**src/rtl/pipe_instr_track.sv**
```systemverilog
// pipe_instr_track
//   Front-end pipeline sequencer. Owns the fetch PC and the IF/ID, ID/EX,
//   EX/MEM and MEM/WB instruction registers. Each cycle it does one of three
//   things, selected by the hazard detector and the ID-stage branch result:
//     advance  - everything moves down one stage, PC steps by 4
//     stall    - PC and IF/ID hold, a bubble enters ID/EX
//     redirect - PC jumps to the branch target, the wrong-path fetch is squashed
//   Stall and flush cycles are counted in saturating counters for debug.
//
// Ports
//   clk           in   single clock, rising-edge
//   rst           in   asynchronous active-high reset
//   imem_instr    in   fetched word for address pc
//   id_stall      in   hazard hold request (wins over br_taken)
//   br_taken      in   branch in IF/ID resolved taken
//   br_target     in   branch target address (low two bits dropped)
//   pc            out  current fetch address
//   if_id_instr   out  instruction in decode
//   if_id_pc      out  PC of the instruction in decode
//   id_ex_instr   out  instruction in execute
//   ex_mem_instr  out  instruction in memory
//   mem_wb_instr  out  instruction in writeback
//   stall_cnt     out  saturating count of stall cycles
//   flush_cnt     out  saturating count of taken-branch flushes
module pipe_instr_track #(
    parameter logic [31:0] RESET_PC  = 32'h0000_0000,
    parameter logic [31:0] NOP_INSTR = 32'h0000_0013,
    parameter int unsigned CNT_W     = 16
) (
    input  logic             clk,
    input  logic             rst,
    input  logic [31:0]      imem_instr,
    input  logic             id_stall,
    input  logic             br_taken,
    input  logic [31:0]      br_target,
    output logic [31:0]      pc,
    output logic [31:0]      if_id_instr,
    output logic [31:0]      if_id_pc,
    output logic [31:0]      id_ex_instr,
    output logic [31:0]      ex_mem_instr,
    output logic [31:0]      mem_wb_instr,
    output logic [CNT_W-1:0] stall_cnt,
    output logic [CNT_W-1:0] flush_cnt
);

    typedef enum logic [1:0] {
        MODE_ADVANCE,
        MODE_STALL,
        MODE_REDIRECT
    } mode_t;

    localparam logic [CNT_W-1:0] CNT_MAX = {CNT_W{1'b1}};
    localparam logic [CNT_W-1:0] CNT_ONE = {{(CNT_W-1){1'b0}}, 1'b1};

    mode_t mode;

    // A branch whose operand is still in flight is not really resolved, so
    // the stall request overrides br_taken.
    always_comb begin
        mode = MODE_ADVANCE;
        if (id_stall) begin
            mode = MODE_STALL;
        end else if (br_taken) begin
            mode = MODE_REDIRECT;
        end
    end

    always_ff @(posedge clk or posedge rst) begin
        if (rst) begin
            pc           <= RESET_PC;
            if_id_instr  <= NOP_INSTR;
            if_id_pc     <= 32'h0000_0000;
            id_ex_instr  <= NOP_INSTR;
            ex_mem_instr <= NOP_INSTR;
            mem_wb_instr <= NOP_INSTR;
            stall_cnt    <= '0;
            flush_cnt    <= '0;
        end else begin
            // The back half of the pipe never stalls.
            ex_mem_instr <= id_ex_instr;
            mem_wb_instr <= ex_mem_instr;
            case (mode)
                MODE_STALL: begin
                    id_ex_instr <= NOP_INSTR;
                    if (stall_cnt != CNT_MAX) begin
                        stall_cnt <= stall_cnt + CNT_ONE;
                    end
                end
                MODE_REDIRECT: begin
                    pc          <= {br_target[31:2], 2'b00};
                    if_id_instr <= NOP_INSTR;
                    if_id_pc    <= 32'h0000_0000;
                    id_ex_instr <= if_id_instr;
                    if (flush_cnt != CNT_MAX) begin
                        flush_cnt <= flush_cnt + CNT_ONE;
                    end
                end
                default: begin
                    pc          <= pc + 32'd4;
                    if_id_instr <= imem_instr;
                    if_id_pc    <= pc;
                    id_ex_instr <= if_id_instr;
                end
            endcase
        end
    end

endmodule

```
**config.mk**
```make
export PLATFORM = sky130hd
export DESIGN_NAME = pipe_instr_track
export DESIGN_NICKNAME = d
export VERILOG_FILES = /design/src/rtl/pipe_instr_track.sv
export SDC_FILE = /design/constraint.sdc
export NUM_CORES = 1
export LEC_CHECK = 0
export CORE_ASPECT_RATIO = 0.9
export CORE_MARGIN = 2
export CORE_UTILIZATION = 60
export DETAILED_ROUTE_END_ITERATION = 8
export DONT_BUFFER_PORTS = 1
export PLACE_DENSITY_LB_ADDON = 0.3
export SYNTH_ARGS = -nofsm -noshare
export SYNTH_HDL_FRONTEND = slang
export SYNTH_SLANG_ARGS = --single-unit
```
**constraint.sdc**
```tcl
create_clock -name clk -period 20.5 [get_ports clk]
set_input_delay 4.1 -clock clk [delete_from_list [all_inputs] [get_ports clk]]
set_output_delay 4.1 -clock clk [all_outputs]
set_load 0.01 [all_outputs]
```
==> reports/qor.tcl, run 1 <==
set qor(relSlewSlack_pct) 32.3
set qor(post_synthesis_area_per_instance_um2) 13.0
set qor(drv_slew) 0
set qor(hold_viol_final) 0
set qor(ir_drop_v) 0.0000658
set qor(grt_first_pass_wirelength_um) 29600
set qor(drv_cap) 0
set qor(post_drt_wl_per_cell_um) 24.3
set qor(cts_max_level) 1
set qor(worst_r2r_endpoint) {pc[18]}
set qor(detailedPlacementHpwl_um) 13200
set qor(grt_setup_unrepaired) {false}
set qor(sinks_on_clock_net) 221
set qor(core.rowCount) 40
set qor(first_global_vias) 5078
set qor(worst_setup_path_endpoint) {flush_cnt[15]}
set qor(gp_congestion) 0.837
set qor(maximum_number_of_pins_on_one_net_before_global_route_repair) 145
set qor(worst_r2r_startpoint) {pc[2]}
set qor(crit_path_start) {id_stall}
set qor(ctsHoldBuffers) 0
set qor(asyncSetResetFlopFracSynth_pct) 100
set qor(timing.hold.worst.class) {register to register}
set qor(vias) 5276
set qor(run_status) {finished, final reports clean}
set qor(clockRootBuffer) {clkbuf_16}
set qor(boundaryPins) 292
set qor(route.top_layer_used) {met4}
set qor(type_of_element_launching_the_critical_path) {input pin}
set qor(synth_warnings) 0
set qor(hp-start) {ex_mem_instr[0]}
set qor(setup-violations-final) 0
set qor(route.met3.wl_um) 2150
set qor(cp-end-kind) {register}
set qor(ant_nets) 0
set qor(area.growth.synth_to_final_pct) 9.52
set qor(cp_top_family) {simple AND/OR/NAND/NOR gates}
set qor(routedLengthMet1_um) 7290
set qor(drt_pass1_iterations) 5
set qor(ff2ff_setup_slack_ns) 18.15
set qor(netlist_top_cells_area) {dfrtp_1 63%, a22o_1 6.1%, dfstp_2 3.8%}
set qor(static_leakage_uw) 0.00414
set qor(criticalPathCategory) {input pin to register}
set qor(grt_antenna_before_repair) 0
set qor(r2r.worst_path.cells) 6
set qor(worstSetupPathDepth) 5
set qor(die_w_um) 128
set qor(yosysTopAreaCellShare_pct) 63.1
set qor(grt_overflow) 0
set qor(first_drt_iteration_drcs) 425
set qor(final.setup.tns_ns) 0
set qor(via_per_inst) 6.54
set qor(crit_path_top_delay_cell) {nor4_1}
set qor(post_route_total_power_uw) 1030
set qor(syn-cell-area_um2) 8290
set qor(timing_worst_slew_pin_value_ns) 1.01
set qor(number_of_nets_in_the_final_layout) 696
set qor(drt_drc_violations_left) 0
set qor(synth.yosys.seq_area_share_pct) 66.9
set qor(clock_tree_from_tritoncts) {done}
set qor(timing.final.crit_share_pct) 31.8
set qor(cts_resized) 0
set qor(timing.critical_path.buf_inv) 1
set qor(max-clock-path-buffers) 3
set qor(n_diodes) 0
set qor(worstPathMaxFanout) 125
set qor(layout.cells.most_common) {dfrtp_1}
set qor(worst_clock_skew_ns) 0.00755
set qor(clk-insertion-delay-late_ns) 0.49
set qor(power_per_cell_area_nw_per_um2) 114
set qor(coreArea_um2) 13400
set qor(port_buffers) 0
set qor(crit_path_max_incr_delay_ns) 0.78
set qor(grtUsageTotal_pct) 25.6
set qor(cp_data_required_time_ns) 20.87
set qor(synth_register_bits) 221
set qor(drt-total-wl_um) 19600
set qor(synth_top_area_cell) {dfrtp_1}
set qor(most-common-layout-cells) {209 x dfrtp_1, 58 x a22o_1, 39 x nand2_1}
set qor(timing.critical_path.cells) {inv_1 -> nand2_1 -> nor4_1 -> nand4_1 -> xnor2_1}
set qor(achievable-frequency_mhz) 154
set qor(wl_met2_um) 9700
set qor(path_clk_slew_ns) 0.06
set qor(synth_enable_flop_cells) 0
set qor(buffer_count_from_post_cts_setup_fixing) 0
set qor(finalWorstPathRequiredPeriod_ns) 6.51
set qor(cp.arrival_ns) 6.88
set qor(fp.dieArea_um2) 14800
set qor(start_util_pct) 61.8
set qor(synth_cell_types) 60
set qor(total_clock_buffers_created_by_cts) 22
set qor(die_height_um) 116
set qor(final_layout_size_suffix_gt1_share_pct) 11.6
set qor(netlist_instances) 640
set qor(postSynth.topFlopCell) {dfrtp_1}
-- registers in the layout, summed over array words and instances, names as in the netlist --
register / flops
ex_mem_instr: 32
flush_cnt: 16
id_ex_instr: 32
if_id_instr: 32
if_id_pc: 31
mem_wb_instr: 32
pc: 30
stall_cnt: 16
-- area by class of cell --
cell class / instances / area (um^2)
flip-flops and latches: 221 / 5550
fillers: 976 / 4330
multi-input cells: 373 / 2560
clock buffers: 31 / 654
well taps: 168 / 210
clock inverters: 7 / 73.8
inverters: 5 / 26.3
repair buffers: 2 / 15.0
-- how the worst min path moves through the flow --
stage	end	cells past startpoint
final	mem_wb_instr[0]	0
after global routing	mem_wb_instr[0]	0
after CTS	mem_wb_instr[0]	0
after detailed placement	mem_wb_instr[0]	0
after global placement	mem_wb_instr[0]	0
after floorplan	ex_mem_instr[0]	0
-- power by group --
group	internal, uW	switching, uW
combinational	37.0	41.3
clock	235	159
sequential	480	80.8
-- through the flow --
step	instance area, um^2	setup WS, ns	instances	hold WS [ns]	util (%)
floorplan	8300	10.37	641	0.377	-
global placement	8350	13.79	769	0.383	62.3
detailed placement	8350	13.70	769	0.383	62.3
CTS	9080	14.22	807	0.392	67.7
global route	9080	13.96	807	0.396	67.7
finish	9080	13.99	807	0.391	67.7
-- cell usage after synthesis (12+ instances only) --
cell type	count
dfrtp_1	209
a22o_1	58
nand2_1	39
nor2b_1	33
nor2_1	32
clkbuf_1	28
o22ai_1	19
xnor2_1	17
nand3_1	16
a21oi_1	15
mux2i_1	13
nor3_1	13
dfstp_2	12
nand4_1	12
-- metal layers --
layer	vias up	GRT usage [%]
li1	2292	-
met1	2671	32.8
met2	274	41.5
met3	39	9.23
met4	0	7.99
met5	-	0
-- cells by family after synthesis --
family / synth area share, %
flops: 66.9
simple gates: 12.8
compound gates: 13.1
buf+inv: 2.43
xor+xnor: 2.32
mux: 1.98
fa+ha+maj: 0.453
other cells: 0.0452
No activity file was read; power rests on OpenSTA's default activity.
==> inputs of run 2 (changes only) <==
--- a/config.mk
+++ b/config.mk
@@ -7,7 +7,7 @@
 export LEC_CHECK = 0
 export CORE_ASPECT_RATIO = 0.9
 export CORE_MARGIN = 2
-export CORE_UTILIZATION = 60
+export CORE_UTILIZATION = 56
 export DETAILED_ROUTE_END_ITERATION = 8
 export DONT_BUFFER_PORTS = 1
 export PLACE_DENSITY_LB_ADDON = 0.3
==> constraint.sdc (replaced) <==
create_clock -name clk -period 5.48 [get_ports clk]
set_input_delay 1.096 -clock clk [delete_from_list [all_inputs] [get_ports clk]]
set_output_delay 1.096 -clock clk [all_outputs]
set_load 0.01 [all_outputs]
==> run 2 against run 1 <==
Effect of this change: combinational power grew to 3.8 times the previous value; critical path depth stayed put; cell area is 0.36% higher; final cell count is 4.0% higher; worst setup slack lost 12 ns; sequential share of layout area down 0.22 points; global-route usage decreased by 0.093 points; critical endpoint unchanged; clock skew grew 0.0049 ns; largest power group unchanged; wire length is 3.1% higher; largest cell class unchanged.
==> reports/qor.tcl, run 2 (same netlist as run 1, synthesis figures left out) <==
set qor(clk-insertion-delay-late_ns) 0.51 ;# +0.02 ns
set qor(cp_top_family) {simple AND/OR/NAND/NOR gates}
set qor(sinks_on_clock_net) 221 ;# unchanged
set qor(most-common-layout-cells) {209 x dfrtp_1, 58 x a22o_1, 39 x nand2_1}
set qor(crit_path_max_incr_delay_ns) 0.76 ;# -0.02 ns
set qor(final.setup.tns_ns) 0 ;# unchanged
set qor(path_clk_slew_ns) 0.06 ;# about the same
set qor(relSlewSlack_pct) 32.7 ;# +0.40 points
set qor(criticalPathCategory) {input pin to register}
set qor(total_clock_buffers_created_by_cts) 22 ;# unchanged
set qor(layout.cells.most_common) {dfrtp_1}
set qor(boundaryPins) 292 ;# unchanged
set qor(final.fill_count) 1147 ;# +18%
set qor(placement.setup.worst_slack_ns) 1.73 ;# -11.97 ns
set qor(timing.final.crit_share_pct) 59.7
set qor(fp.dieArea_um2) 15800 ;# +6.9%
set qor(drv_slew) 0 ;# unchanged
set qor(type_of_element_launching_the_critical_path) {input pin}
set qor(cp_data_required_time_ns) 5.87 ;# -15.00 ns
set qor(timing.hold.worst.class) {register to register}
set qor(grtUsageTotal_pct) 25.5 ;# -0.093 points
set qor(ant_nets) 0 ;# unchanged
set qor(drt_pass1_iterations) 6 ;# +1
set qor(crit_path_top_delay_cell) {nor4_1}
set qor(first_drt_iteration_drcs) 292 ;# -31%
set qor(coreArea_um2) 14600 ;# +8.9%
set qor(ctsHoldBuffers) 0 ;# unchanged
set qor(power_per_cell_area_nw_per_um2) 424 ;# +270%
set qor(static_leakage_uw) 0.00413 ;# -0.16%
set qor(setup-violations-final) 0 ;# unchanged
set qor(max-clock-path-buffers) 3 ;# unchanged
set qor(cp.arrival_ns) 3.66 ;# -3.22 ns
set qor(clockRootBuffer) {clkbuf_16}
set qor(timing.critical_path.cells) {inv_1 -> nand2_1 -> nor4_1 -> nand4_1 -> xnor2_1}
set qor(area.growth.synth_to_final_pct) 9.91
set qor(timing.critical_path.buf_inv) 1 ;# unchanged
set qor(finalWorstPathRequiredPeriod_ns) 3.27
set qor(setup_slack_ns) 2.21 ;# -11.78 ns
set qor(run_status) {finished, final reports clean}
set qor(first_global_vias) 5230 ;# +3.0%
set qor(multi_input_comb_area_um2) 2560 ;# unchanged
set qor(post_drt_wl_per_cell_um) 24.1 ;# -0.84%
set qor(n_diodes) 0 ;# unchanged
set qor(die_height_um) 119 ;# +3.4%
set qor(grt_overflow) 0 ;# unchanged
set qor(drt-total-wl_um) 20300 ;# +3.1%
set qor(grt_setup_unrepaired) {false}
set qor(cts_max_level) 1 ;# unchanged
set qor(core.rowCount) 42 ;# +5.0%
set qor(grt_antenna_before_repair) 0 ;# unchanged
set qor(gp_congestion) 0.859 ;# +2.6%
set qor(detailedPlacementHpwl_um) 13600 ;# +3.2%
set qor(worst_clock_skew_ns) 0.0124 ;# +0.00490 ns
set qor(cp-end-kind) {register}
set qor(buffer_count_from_post_cts_setup_fixing) 0 ;# unchanged
set qor(maximum_number_of_pins_on_one_net_before_global_route_repair) 126 ;# -13%
set qor(start_util_pct) 56.8 ;# -5.1 points
set qor(hold_viol_final) 0 ;# unchanged
set qor(ir_drop_v) 0.000267 ;# +310%
set qor(worstPathMaxFanout) 125 ;# unchanged
set qor(grt_first_pass_wirelength_um) 31700 ;# +7.0%
set qor(port_buffers) 0 ;# unchanged
set qor(number_of_nets_in_the_final_layout) 698 ;# +0.29%
set qor(vias) 5308 ;# +0.61%
set qor(final_layout_size_suffix_gt1_share_pct) 11.2 ;# -0.35 points
set qor(die_w_um) 132 ;# +3.4%
set qor(timing_worst_slew_pin_value_ns) 1.01 ;# -0.00224 ns
set qor(cts_resized) 0 ;# unchanged
set qor(drt_drc_violations_left) 0 ;# unchanged
set qor(drv_cap) 0 ;# unchanged
set qor(finalCoreUtilization_pct) 62.4 ;# -5.3 points
set qor(achievable-frequency_mhz) 306
set qor(via_per_inst) 6.33 ;# -3.2%
set qor(regArea_um2) 5550 ;# unchanged
set qor(clock_tree_from_tritoncts) {done}
set qor(hold_slack_ns) 0.388 ;# -0.00295 ns
==> run 2: final timing paths <==
check / start / to / slack (ns) / depth (start not counted)
max in group asynchronous: rst / if_id_pc[23] / 3.83 / 2
min in group asynchronous: rst / mem_wb_instr[25] / 0.40 / 1
min reg2reg: ex_mem_instr[0] / mem_wb_instr[0] / 0.39 / 0
max reg2reg: pc[2] / pc[28] / 3.14 / 6
max: id_stall / flush_cnt[15] / 2.21 / 5
min: ex_mem_instr[0] / mem_wb_instr[0] / 0.39 / 0
==> run 2: stage by stage <==
stage	power, uW	cell area (um^2)	std cells
5_1_grt	4020	9110	839
3_5_place_dp	2420	8400	801
4_1_cts	3890	9110	839
2_1_floorplan	2310	8300	641
6_report	3860	9110	839
3_3_place_gp	2390	8400	801
==> run 2: power breakdown <==
part	total [uW]	internal [uW]	switching, uW
Sequential	2100	1800	306
Clock	1460	869	594
Combinational	296	140	157
==> run 2: final cells by class <==
type                            count  area share (%)
Sequential cell                   221            60.8
Timing Repair Buffer                4           0.329
Multi-Input combinational cell    373            28.1
Clock inverter                      4           0.618
Inverter                            5           0.247
Tap cell                          198            2.72
Clock buffer                       34            7.19
==> run 2: layer usage <==
layer  track usage, %  wire length, um  up-vias
met5                0                0        -
met4             5.78              361        0
met3             8.60             1940       28
met2             42.2            10100      248
met1             33.0             7860     2743
li1                 -                -     2289
==> inputs of run 3 (changes only) <==
--- a/config.mk
+++ b/config.mk
@@ -7,7 +7,7 @@
 export LEC_CHECK = 0
 export CORE_ASPECT_RATIO = 0.9
 export CORE_MARGIN = 2
-export CORE_UTILIZATION = 56
+export CORE_UTILIZATION = 60
 export DETAILED_ROUTE_END_ITERATION = 8
 export DONT_BUFFER_PORTS = 1
 export PLACE_DENSITY_LB_ADDON = 0.3
==> constraint.sdc (replaced) <==
create_clock -name clk -period 3.2 [get_ports clk]
set_input_delay 0.64 -clock clk [delete_from_list [all_inputs] [get_ports clk]]
set_output_delay 0.64 -clock clk [all_outputs]
set_load 0.01 [all_outputs]
==> run 3 against run 2 <==
Effect of this change: non-clock buffer count rose by 4; largest cell class unchanged; count of clock-buffer cells in the layout fell by 5; sequential share of layout area fell by 0.28 points; via count fell by 0.40%; combinational power rose by 73%; register-to-register slack got worse by 2.2 ns; first-iteration DRC count rose by 63%; clock skew barely moved; final cell count fell by 3.0%.
==> reports/qor.tcl, run 3 (same netlist as run 1, synthesis figures left out) <==
set qor(run_status) {finished, final reports clean}
set qor(die_w_um) 128 ;# -3.3%
set qor(ctsHoldBuffers) 0 ;# unchanged
set qor(relSlewSlack_pct) 40.0 ;# +7.3 points
set qor(boundaryPins) 292 ;# unchanged
set qor(total_clock_buffers_created_by_cts) 22 ;# unchanged
set qor(coreArea_um2) 13400 ;# -8.2%
set qor(crit_path_start) {pc[7]}
set qor(timing.critical_path.cells) {nand4_1 -> or4_4 -> nor4_2 -> mux2i_1 -> nand2_1}
set qor(first_drt_iteration_drcs) 475 ;# +63%
set qor(sinks_on_clock_net) 221 ;# unchanged
set qor(port_buffers) 0 ;# unchanged
set qor(grt_first_pass_wirelength_um) 30200 ;# -4.7%
set qor(vias) 5287 ;# -0.40%
set qor(ff2ff_setup_slack_ns) 0.96 ;# -2.18 ns
set qor(most-common-layout-cells) {209 x dfrtp_1, 58 x a22o_1, 39 x nand2_1}
set qor(worst_clock_skew_ns) 0.0121 ;# -0.000353 ns
set qor(finalWorstPathRequiredPeriod_ns) 2.24
set qor(core.rowCount) 40 ;# -4.8%
set qor(timing.hold.worst.class) {input pin to register}
set qor(drt_pass1_iterations) 5 ;# -1
set qor(post_route_total_power_uw) 6730 ;# +74%
set qor(worstPathMaxFanout) 11 ;# -91%
set qor(clockRootBuffer) {clkbuf_16}
set qor(setup-violations-final) 0 ;# unchanged
set qor(worst_r2r_startpoint) {pc[7]}
set qor(layout.cells.most_common) {dfrtp_1}
set qor(cp.arrival_ns) 2.62 ;# -1.04 ns
set qor(via_per_inst) 6.50 ;# +2.7%
set qor(hold_path_depth) 1 ;# +1
set qor(power_per_cell_area_nw_per_um2) 735 ;# +74%
set qor(cp-end-kind) {register}
set qor(grtUsageTotal_pct) 26.1 ;# +0.65 points
set qor(timing.critical_path.buf_inv) 0 ;# -1
set qor(hold-path-endpoint) {id_ex_instr[5]}
set qor(maximum_number_of_pins_on_one_net_before_global_route_repair) 174 ;# +38%
set qor(fp.dieArea_um2) 14800 ;# -6.5%
set qor(post_drt_wl_per_cell_um) 24.4 ;# +1.1%
set qor(timing.final.crit_share_pct) 70.0
set qor(cp_top_family) {simple AND/OR/NAND/NOR gates}
set qor(static_leakage_uw) 0.00416 ;# +0.83%
set qor(detailedPlacementHpwl_um) 13300 ;# -2.1%
set qor(cp_data_required_time_ns) 3.58 ;# -2.29 ns
set qor(drt_drc_violations_left) 0 ;# unchanged
set qor(achievable-frequency_mhz) 446
set qor(cts_max_level) 1 ;# unchanged
set qor(area.growth.synth_to_final_pct) 10.4
set qor(grt_setup_unrepaired) {false}
set qor(grt_antenna_before_repair) 1 ;# +1
set qor(start_util_pct) 61.8 ;# +5.1 points
set qor(drt-total-wl_um) 19900 ;# -1.9%
set qor(crit_path_top_delay_cell) {or4_4}
set qor(criticalPathCategory) {register to register}
set qor(clk-insertion-delay-late_ns) 0.49 ;# -0.02 ns
set qor(finalCoreUtilization_pct) 68.3 ;# +5.9 points
set qor(hold_slack_ns) 0.224 ;# -0.164 ns
set qor(buffer_count_from_post_cts_setup_fixing) 0 ;# unchanged
set qor(timing_worst_slew_pin_value_ns) 0.899 ;# -0.110 ns
set qor(clock_tree_from_tritoncts) {done}
set qor(cts_resized) 0 ;# unchanged
set qor(final_layout_size_suffix_gt1_share_pct) 12.1 ;# +0.86 points
set qor(final.fill_count) 939 ;# -18%
set qor(drv_cap) 0 ;# unchanged
set qor(hold_viol_final) 0 ;# unchanged
set qor(die_height_um) 116 ;# -3.3%
set qor(grt_overflow) 0 ;# unchanged
set qor(path_clk_slew_ns) 0.06 ;# about the same
set qor(first_global_vias) 5218 ;# -0.23%
set qor(r2r.worst_path.cells) 5 ;# -1
set qor(ir_drop_v) 0.000444 ;# +66%
set qor(gp_congestion) 0.853 ;# -0.70%
set qor(max-clock-path-buffers) 3 ;# unchanged
set qor(crit_path_max_incr_delay_ns) 0.64 ;# -0.12 ns
set qor(type_of_element_launching_the_critical_path) {register}
set qor(hp-start) {id_stall}
set qor(number_of_nets_in_the_final_layout) 702 ;# +0.57%
set qor(drv_slew) 0 ;# unchanged
set qor(ant_nets) 0 ;# unchanged
set qor(worst_r2r_endpoint) {pc[27]}
-- run 3: cell count changes in the layout (fill, tap and decap cells not counted) --
| cell | change |
|---|---|
| clkbuf_8 | -4 |
| buf_4 | +3 |
| bufinv_16 | +2 |
| clkbuf_1 | -2 |
| clkinvlp_4 | +2 |
| buf_12 | +1 |
| clkbuf_16 | +1 |
| clkinv_2 | +1 |
| clkinv_4 | +1 |
| clkinv_8 | -1 |
| diode_2 | +1 |
-- run 3: layout make-up --
type                    count  area (um^2)  share of cell area (%)
clock inverters             9          129                    1.41
inverters                   5         22.5                   0.246
diodes                      1         2.50                  0.0273
multi-input cells         373         2560                    27.9
well taps                 168          210                    2.30
flip-flops and latches    221         5550                    60.6
clock buffers              29          618                    6.75
repair buffers              8         72.6                   0.792
-- run 3: how the worst max path moves through the flow --
stage | endpoint | slack, ns | depth (start not counted)
final | pc[27] | 0.96 | 5
after global routing | pc[27] | 0.79 | 5
after floorplan | ex_mem_instr[10] | -0.31 | 1
after CTS | pc[27] | 0.99 | 5
after global placement | flush_cnt[1] | 0.83 | 4
after detailed placement | flush_cnt[1] | 0.74 | 4
-- run 3: power by group --
part	internal (uW)	switching, uW
logic	244	267
registers	3080	521
clock network	1600	1020
-- run 3: per-stage QoR --
step                      setup WS [ns]  std cells  setup TNS (ns)  cell area, um^2
after floorplan                  -0.312        641          -65.26             8300
after global placement            0.830        775               0             8410
after detailed placement          0.745        775               0             8410
after CTS                         0.991        813               0             9160
after global routing              0.786        814               0             9160
final                             0.959        814               0             9160
-- run 3: metal layers --
metal / vias up / part of all wire (%) / wire [um] / track usage, %
li1: 2291 / - / - / -
met1: 2687 / 37 / 7340 / 33.0
met2: 266 / 49 / 9800 / 43.4
met3: 43 / 11 / 2100 / 8.59
met4: 0 / 3.1 / 624 / 8.57
met5: - / 0 / 0 / 0
